[config.mk]
export PLATFORM = sky130hd
export DESIGN_NAME = sha2_blk_asm
export DESIGN_NICKNAME = d
export VERILOG_FILES = /design/src/rtl/sha2_blk_asm.sv
export SDC_FILE = /design/constraint.sdc
export NUM_CORES = 1
export LEC_CHECK = 0
export ABC_AREA = 1
export CORE_MARGIN = 2
export CORE_UTILIZATION = 30
export DETAILED_ROUTE_END_ITERATION = 8
export PLACE_DENSITY = 0.59
export SLEW_MARGIN = 10
export SYNTH_ARGS = -nofsm -noshare
export SYNTH_HDL_FRONTEND = slang
export SYNTH_SLANG_ARGS = --single-unit
export TNS_END_PERCENT = 100
[constraint.sdc]
create_clock -name clk -period 4.7 [get_ports clk]
set_input_delay 0.47 -clock clk [delete_from_list [all_inputs] [get_ports clk]]
set_output_delay 0.47 -clock clk [all_outputs]
set_load 0.03 [all_outputs]
[src/rtl/sha2_blk_asm.sv]
`default_nettype none
// ============================================================================
// Module      : sha2_blk_asm
// Description : SHA-2 message block assembler. Packs big-endian message
//               packets into BW-bit blocks and appends the SHA-2 padding
//               (0x80 marker, zero fill, big-endian bit-length field),
//               spilling into an extra block when the length field does
//               not fit behind the marker.
// Ports       : clk       rising-edge clock
//               rst_b     asynchronous active-low reset
//               clr       synchronous clear, highest priority
//               pkt       message packet (byte 0 in the MSBs)
//               pkt_vld   packet valid
//               pkt_last  final packet of the message
//               pkt_nb    valid bytes in the final packet (0..NB, >NB = NB)
//               pkt_rdy   packet accepted this cycle when pkt_vld is high
//               blk       assembled block, slot k at blk[BW-1-k*PW -: PW]
//               blk_vld   blk holds a complete block
//               blk_rdy   consumer accepts blk
//               blk_last  blk is the final block of the message
// Revision    : 1.0 - initial release
// ============================================================================
module sha2_blk_asm #(
  parameter int PW = 64,   // packet width: 32 or 64
  parameter int BW = 512   // block width: 512 or 1024
) (
  input  logic                  clk,
  input  logic                  rst_b,
  input  logic                  clr,
  input  logic [PW-1:0]         pkt,
  input  logic                  pkt_vld,
  input  logic                  pkt_last,
  input  logic [$clog2(PW/8):0] pkt_nb,
  output logic                  pkt_rdy,
  output logic [BW-1:0]         blk,
  output logic                  blk_vld,
  input  logic                  blk_rdy,
  output logic                  blk_last
);

  localparam int NP  = BW / PW;          // packet slots per block
  localparam int LW  = BW / 8;           // length-field bits
  localparam int LP  = LW / PW;          // slots occupied by the length field
  localparam int NB  = PW / 8;           // bytes per packet
  localparam int NBW = $clog2(NB) + 1;   // width of pkt_nb
  localparam int IW  = $clog2(NP) + 1;   // slot index must be able to hold NP

  localparam logic [IW-1:0]  c_idx_len  = IW'(NP - LP);
  localparam logic [IW-1:0]  c_idx_top  = IW'(NP - 1);
  localparam logic [IW-1:0]  c_idx_full = IW'(NP);
  localparam logic [NBW-1:0] c_nb_full  = NBW'(NB);

  typedef enum logic [2:0] {
    ST_LOAD = 3'd0,
    ST_PAD  = 3'd1,
    ST_ZERO = 3'd2,
    ST_LEN  = 3'd3,
    ST_HOLD = 3'd4
  } state_t;

  state_t          r_state;
  state_t          r_ret;      // where to go after the held block transfers
  logic [IW-1:0]   r_idx;
  logic [LW-1:0]   r_len;
  logic [BW-1:0]   r_blk;
  logic            r_last;

  state_t          w_state_nxt;
  state_t          w_ret_nxt;
  logic [IW-1:0]   w_idx_nxt;
  logic [LW-1:0]   w_len_nxt;
  logic            w_last_nxt;
  logic            w_wr_en;
  logic [PW-1:0]   w_wr_data;
  logic [NBW-1:0]  w_nb;
  logic [PW-1:0]   w_pkt_pad;
  logic [PW-1:0]   w_pad_word;
  logic [PW-1:0]   w_len_word;

  // Byte counts above NB behave as a full packet.
  assign w_nb = (pkt_nb > c_nb_full) ? c_nb_full : pkt_nb;

  // Final packet: keep the first w_nb bytes, put the 0x80 marker right
  // after them and zero the rest. With w_nb == NB this is the raw packet.
  always_comb begin
    w_pkt_pad = '0;
    for (int b = 0; b < NB; b++) begin
      if (NBW'(b) < w_nb) begin
        w_pkt_pad[PW-1-8*b -: 8] = pkt[PW-1-8*b -: 8];
      end else if (NBW'(b) == w_nb) begin
        w_pkt_pad[PW-1-8*b -: 8] = 8'h80;
      end
    end
  end

  always_comb begin
    w_pad_word            = '0;
    w_pad_word[PW-1 -: 8] = 8'h80;
  end

  // Length field is the last LP slots; pick the big-endian chunk that
  // belongs to the slot currently being written.
  always_comb begin
    w_len_word = '0;
    for (int j = 0; j < LP; j++) begin
      if (r_idx == IW'(NP - LP + j)) begin
        w_len_word = r_len[LW-1-j*PW -: PW];
      end
    end
  end

  always_comb begin
    w_state_nxt = r_state;
    w_ret_nxt   = r_ret;
    w_idx_nxt   = r_idx;
    w_len_nxt   = r_len;
    w_last_nxt  = r_last;
    w_wr_en     = 1'b0;
    w_wr_data   = '0;
    pkt_rdy     = 1'b0;
    blk_vld     = 1'b0;

    case (r_state)
      ST_LOAD: begin
        pkt_rdy = 1'b1;
        if (pkt_vld) begin
          w_wr_en   = 1'b1;
          w_idx_nxt = r_idx + IW'(1);
          if (pkt_last) begin
            w_wr_data = w_pkt_pad;
            if (w_nb == c_nb_full) begin
              w_len_nxt   = r_len + LW'(PW);
              w_state_nxt = ST_PAD;
            end else begin
              w_len_nxt   = r_len + LW'({w_nb, 3'b000});
              w_state_nxt = ST_ZERO;
            end
          end else begin
            w_wr_data = pkt;
            w_len_nxt = r_len + LW'(PW);
            if (r_idx == c_idx_top) begin
              w_state_nxt = ST_HOLD;
              w_ret_nxt   = ST_LOAD;
              w_last_nxt  = 1'b0;
            end
          end
        end
      end

      ST_PAD: begin
        // A full final packet can land in the top slot; the marker then
        // goes to slot 0 of the next block.
        if (r_idx == c_idx_full) begin
          w_state_nxt = ST_HOLD;
          w_ret_nxt   = ST_PAD;
          w_last_nxt  = 1'b0;
        end else begin
          w_wr_en     = 1'b1;
          w_wr_data   = w_pad_word;
          w_idx_nxt   = r_idx + IW'(1);
          w_state_nxt = ST_ZERO;
        end
      end

      ST_ZERO: begin
        if (r_idx == c_idx_len) begin
          w_state_nxt = ST_LEN;
        end else if (r_idx == c_idx_full) begin
          // Marker landed past the length field: flush this block and
          // continue zero-filling in the next one.
          w_state_nxt = ST_HOLD;
          w_ret_nxt   = ST_ZERO;
          w_last_nxt  = 1'b0;
        end else begin
          w_wr_en   = 1'b1;
          w_idx_nxt = r_idx + IW'(1);
        end
      end

      ST_LEN: begin
        w_wr_en   = 1'b1;
        w_wr_data = w_len_word;
        w_idx_nxt = r_idx + IW'(1);
        if (r_idx == c_idx_top) begin
          w_state_nxt = ST_HOLD;
          w_ret_nxt   = ST_LOAD;
          w_last_nxt  = 1'b1;
        end
      end

      ST_HOLD: begin
        blk_vld = 1'b1;
        if (blk_rdy) begin
          w_idx_nxt  = '0;
          w_last_nxt = 1'b0;
          if (r_last) begin
            w_len_nxt   = '0;
            w_state_nxt = ST_LOAD;
          end else begin
            w_state_nxt = r_ret;
          end
        end
      end

      default: begin
        w_state_nxt = ST_LOAD;
      end
    endcase
  end

  always_ff @(posedge clk or negedge rst_b) begin
    if (!rst_b) begin
      r_state <= ST_LOAD;
      r_ret   <= ST_LOAD;
    end else if (clr) begin
      r_state <= ST_LOAD;
      r_ret   <= ST_LOAD;
    end else begin
      r_state <= w_state_nxt;
      r_ret   <= w_ret_nxt;
    end
  end

  always_ff @(posedge clk or negedge rst_b) begin
    if (!rst_b) begin
      r_idx  <= '0;
      r_len  <= '0;
      r_last <= 1'b0;
      r_blk  <= '0;
    end else if (clr) begin
      r_idx  <= '0;
      r_len  <= '0;
      r_last <= 1'b0;
      r_blk  <= '0;
    end else begin
      r_idx  <= w_idx_nxt;
      r_len  <= w_len_nxt;
      r_last <= w_last_nxt;
      for (int k = 0; k < NP; k++) begin
        if (w_wr_en && (r_idx == IW'(k))) begin
          r_blk[BW-1-k*PW -: PW] <= w_wr_data;
        end
      end
    end
  end

  assign blk      = r_blk;
  assign blk_last = r_last;

endmodule
`default_nettype wire

* After elaboration in Yosys (flattened, before gate mapping)
Cells that the tools add are included.
Word-level totals: register bits after elaboration 587, input port bits 74, output and inout bits 515, logic and storage cells 160
Cells by class: add/subtract/negate cells 3, order comparisons 9, equality and inequality tests 30, multiplexer cells 78, reduce and logical (&&, ||, !) cells 27
Operators by type and width (count):
- 2-to-1 mux 64 bit | 18
- 2-to-1 mux 512 bit | 1
- one-hot mux 64 bit (3 select lines) | 1
- 2-to-1 mux 8 bit | 16
- one-hot mux 64 bit (2 select lines) | 1
- adder 64 x 7 -> 64 bit | 1
- adder 64 x 7 -> 64 bit, second input constant | 1
- 2-to-1 mux 3 bit | 16
- inequality test 3 bit, second input constant | 9
- 2-to-1 mux 4 bit | 6
- one-hot mux 4 bit (5 select lines) | 1
- == test 3 x 4 -> 1 bit, first input constant | 4
- == test 4 x 3 -> 1 bit, second input constant | 4
- < comparator 3 x 4 -> 1 bit, first input constant | 4
- nonzero test 2 bit | 8
- one-hot mux 3 bit (5 select lines) | 1
- 2-to-1 mux 1 bit | 13
- one-hot mux 3 bit (4 select lines) | 1
- == test 2 x 4 -> 1 bit, first input constant | 2
- == test 4 x 2 -> 1 bit, second input constant | 2
- == test 4 bit, second input constant | 2
- logical AND 1 bit | 8
- zero test 4 bit | 2
- < comparator 1 x 4 -> 1 bit, first input constant | 2
- other kinds (20) | 23

* Depth between registers and ports, before layout
depth in word-level cells 10, mapped depth 18, depth with buffers taken out 17

* Least setup slack after synthesis
OpenSTA, ideal clock, no wires.
path kind input port to flip-flop, start point in pkt_nb[3], end point reg r_len[45], data arrival time 2.464 ns, slack 2.123 ns, stages 18, cell sequence buf_2 inv_1 a21oi_1 nor2_1 inv_1 fa_1 nor2_1 nor2_1 inv_1 nand3_1 nor2_1 nand2_1 nand2_1 nand3_1 nand2_1 nand2_1 nand2_1 inv_1
On the way: word-level cells in the longest chain between the ends 8
RTL lines:
- from (decl) | line 33 | input logic [$clog2(PW/8):0] pkt_nb,
- greater-than comparator 4 bit | line 81 | assign w_nb = (pkt_nb > c_nb_full) ? c_nb_full : pkt_nb;
- 2-to-1 mux 4 bit (*) | line 81
- adder 64 x 7 -> 64 bit or == test 4 bit (tied branches) | line 135, 131
- 2-to-1 mux 64 bit (*) | line 131 | if (w_nb == c_nb_full) begin
- 2-to-1 mux 64 bit (*) | line 129 | if (pkt_last) begin
- 2-to-1 mux 64 bit (*) | line 126 | if (pkt_vld) begin
- one-hot mux 64 bit (2 select lines) (*) | line 123 | case (r_state)
- 2-to-1 mux 64 bit (*) | line 230 | end else if (clr) begin
- to (signal assigned) | line 237 | r_len <= w_len_nxt;
- to (decl) | line 64 | logic [LW-1:0] r_len;
Every way passes the cells marked *; elsewhere a longest branch is shown, timed or not. The select of a mux whose other input is x is not followed. A chain may end at the register's enable or synchronous reset.

* Final worst setup path
start point in pkt_nb[3], end point reg r_blk[321], in the netlist blk[321]
On the way: word-level cells in the longest chain between the ends 9
RTL lines:
- greater-than comparator 4 bit | line 81
- 2-to-1 mux 4 bit (*) | line 81
- < comparator 3 x 4 -> 1 bit (*) | line 88 | if (NBW'(b) < w_nb) begin
- 2-to-1 mux 8 bit (*) | line 88
- 2-to-1 mux 64 bit (*) | line 129
- 2-to-1 mux 64 bit (*) | line 126
- one-hot mux 64 bit (3 select lines) (*) | line 123
- 2-to-1 mux 64 bit (*) | line 240 | if (w_wr_en && (r_idx == IW'(k))) begin
- 2-to-1 mux 512 bit (*) | line 230
- to (signal, indexed assignment) | line 241 | r_blk[BW-1-k*PW -: PW] <= w_wr_data;
- to (decl) | line 65 | logic [BW-1:0] r_blk;
Marked as above.

==> results.env <==
STATUS='finished, final reports clean'
POST_SYNTH_INSTANCE_AREA_SQ_UM=25800
WORST_CLOCK_SKEW_NS=0.0340
YOSYS.AREA_SHARE.XOR_XNOR_PCT=0.847
SYN_INST=3056
SYNTH_COMPOUND_GATE_AREA_SHARE_PCT=15.3
ROUTED-VIA-COUNT=24200
CRITICAL_PATH.SLOWEST_CELL='clkdlybuf4s50_1'
SYNTH_COMMON_CELLS='nand2_1 (977), dfrtp_1 (583), o21ai_0 (579)'
DIE_AREA_SQ_UM=88500
CTS_POST_SETUP_BUFFERS_INSERTED=0
SYNTHFLOPTYPE='dfrtp_1'
CLK_LATENCY_NS=0.62
CTS_HOLD_BUF=1
DETAILEDROUTE.FIRSTITERATIONVIOLATIONS=2790
POWER_DENSITY_nW_PER_UM2=515
PORTBUFFERS=588
MAX-CLOCK-PATH-BUFFERS=3
MAPPEDNETLISTNETS=3140
YOSYS.AREA_SHARE.SIMPLE_PCT=21.3
TIMING_WORST_SETUP_PATH_TYPE='in2reg'
FINAL_HOLD_VIOL_COUNT=0
END_KIND='register'
SYNTH.FF_LATCH_COUNT=583
WORSTPATHCELLLIST='clkdlybuf4s50_1, inv_1, nand2_2, clkinv_1, buf_4, nor2_1, nand3_1, o21ai_0'
POST-DP-HPWL_MM=82.7
GRT_OVERFLOW=0
LAYOUT_WORST_PATH_CYCLE_SHARE_PCT=69.0
DRT-PASS1-ITER-COUNT=7
IO_PINS=589
GRT_FIRST_PASS_WIRELENGTH_MM=164
SYNTH-ADDER-AREA-SHARE_PCT=0.513
PLACE_CONGESTION=0.981
CORE_REGION_AREA_SQ_UM=85300
VIA_COUNT_OF_THE_FIRST_GLOBAL_ROUTING_PASS=22600
CTS_TREE='built'
EFFECTIVE_UTILIZATION_AT_FLOORPLAN_PCT=30.3
YOSYS_WARNINGS=0
POST-PLACE-WS_NS=0.976
CTS_HTREE_LEVELS=3
CTS-BUFFERS-INSERTED=69
MAIN_COMBINATIONAL_CELL_FAMILY_BY_AREA_AFTER_SYNTHESIS='simple AND/OR/NAND/NOR gates'
DIE_W_UM=298
FINAL_MAX_SLEW_VIOL_COUNT=0
WORST-SLEW-PIN-TRANSITION_NS=1.17
WL_PER_CELL_UM=23.7
SYNTHTOLAYOUTAREAGROWTH_PCT=36.0
CTSRESIZECOUNT=0
REQUIRED_NS=5.21
POST-ROUTE-WORST-SETUP-SLACK_NS=1.46
SYNTH_LARGEST_TYPE_AREA_FRACTION_PCT=56.4
GRTUSAGETOTAL_PCT=25.1
TIMING.CRITICAL_PATH.FANOUT_MAX=17
TRITONCTS_NUM_SINKS=583
WORSTPATHBUFFERINVERTERCOUNT=4
TIMING.FINAL.CRIT_PERIOD_NS=3.24
SYNTH_ENABLE_FLOP_CELLS=0
YOSYS.AREA.TOP_TYPE='dfrtp_1'
TIMING.HOLD.WS_NS=0.364
CAP_VIOLATIONS=0
TOTALWIRELENGTH_MM=114
FINAL_CELLS=4804
CRITICAL_PATH_ARRIVAL_NS=3.75
ROOT_BUFFER='clkbuf_16'
YS_SEQ_AREA_SHARE_PCT=56.4
SYNTH-ASYNC-RESET-RATIO_PCT=100
MUXSHAREOFSYNTHAREA_PCT=0
NUM_ROWS=107
CRITPATHTOPFAMILY='buffers and inverters'
TIMING.SLEW.HEADROOM_PCT=22.2
DRIVE_GT1_SHARE_PCT=5.53
ANT_NETS=0
DRC=0
SYNTH_MOST_COMMON_CELL='nand2_1'
GRT_SETUP_UNREPAIRED='no'
CRIT_PATH_START_KIND='input port'
WORST_PATH_LARGEST_CELL_DELAY_NS=0.80
ANTENNA_FOUND_INITIAL=10
YOSYS.CELL_TYPES.COUNT=54
POST_DRT_VIA_CELL_RATIO=5.04
LAYOUT.FILLER_CELLS=8590
SETUP_VIOLATIONS=0
MAXIMUM_CLOCK_RATE_MHz=308
DP_CELLS=4671
GRT_MAX_DEGREE=157
VDD_DROP_MAX_mV=0.304
FINAL_TNS_SETUP_NS=0
POSTSYNTHAREAPERCELL_SQ_UM=8.46
WORST_HOLD_PATH_TYPE='in2async'
P_LEAK_nW=15.0
SYNTHTOPCELLSBYAREA='dfrtp_1 (56%), nand2_1 (14%), o21ai_0 (11%)'
CLK_SLEW_ON_WORST_S_H_PATHS_NS=0.05
FP.DIEH_UM=298
POWER.TOTAL_W=0.0181
NUM-NETS-FINAL=3683
-- routing by layer --
layer / vias up / GRT usage (%) / wire length, um
li1: 11100 / - / -
met1: 11800 / 34.2 / 48900
met2: 1117 / 39.5 / 51800
met3: 154 / 6.06 / 10100
met4: 0 / 7.07 / 2980
met5: - / 0 / 0
-- cells by family (layout without fill, tap and decap cells) --
| family | Yosys count | after routing |
|---|---|---|
| fa+ha+maj | 10 | 10 |
| compound gates | 742 | 742 |
| flops | 583 | 583 |
| simple gates | 1366 | 1366 |
| xor+xnor | 25 | 25 |
| buf+inv | 330 | 924 |
| other cells | 0 | 10 |
-- sequential cells by signal (all words and copies together) (netlist names) --
register	count
r_state	3
r_ret	2
blk	512
r_len	61
blk_last	1
r_idx	4
-- metrics by stage --
step	instance area, sq um	util (%)
final	35200	41.2
after global routing	35100	41.2
after CTS	35100	41.2
after detailed placement	32800	38.5
after global placement	32800	38.5
after floorplan	25800	-
-- power by group --
part	internal (W)	switching [W]	total, W
Combinational	0.00190	0.00421	0.00611
Sequential	0.00583	0.000731	0.00656
Clock	0.00318	0.00226	0.00544
-- cell type report --
cell class,instances,area (sq um),share of cell area (%)
flip-flops and latches,583,14600,41.5
well taps,1144,1430,4.07
repair buffers,635,6380,18.1
clock buffers,98,1940,5.51
inverters,167,634,1.80
diodes,10,25.0,0.0712
clock inverters,24,343,0.975
multi-input cells,2143,9820,27.9
-- cell usage in the layout, fill, tap and decap left out, types with 8 or more instances in the layout --
master	instances
clkbuf_16	69
clkbuf_8	10
ha_1	9
clkinv_2	10
nand2_2	8
a22oi_1	18
a21oi_1	48
nand2_1	977
buf_4	35
nand3_1	109
o21ai_0	579
nor2_1	200
inv_1	154
buf_12	11
dfrtp_1	583
clkdlybuf4s50_1	586
clkbuf_1	19
xor2_1	25
o211ai_1	14
diode_2	10
nor3_1	10
o21ai_1	45
nand4_1	29
-- worst paths after layout --
| check | start | end | slack, ns | cells after the start |
|---|---|---|---|---|
| max in group asynchronous | rst_b | blk[266]$_DFFE_PN0P_ | 2.93 | 3 |
| setup / recovery | pkt_nb[3] | blk[321]$_DFFE_PN0P_ | 1.46 | 8 |
| min in group clk | clr | r_state[2]$_DFFE_PN0P_ | 0.44 | 4 |
| hold / removal | rst_b | blk[230]$_DFFE_PN0P_ | 0.36 | 2 |
| hold reg to reg | blk[167]$_DFFE_PN0P_ | blk[167]$_DFFE_PN0P_ | 0.47 | 2 |
| setup reg to reg | r_idx[0]$_DFFE_PN0P_ | blk[356]$_DFFE_PN0P_ | 1.52 | 12 |
Power figures use the tool's default switching activity.
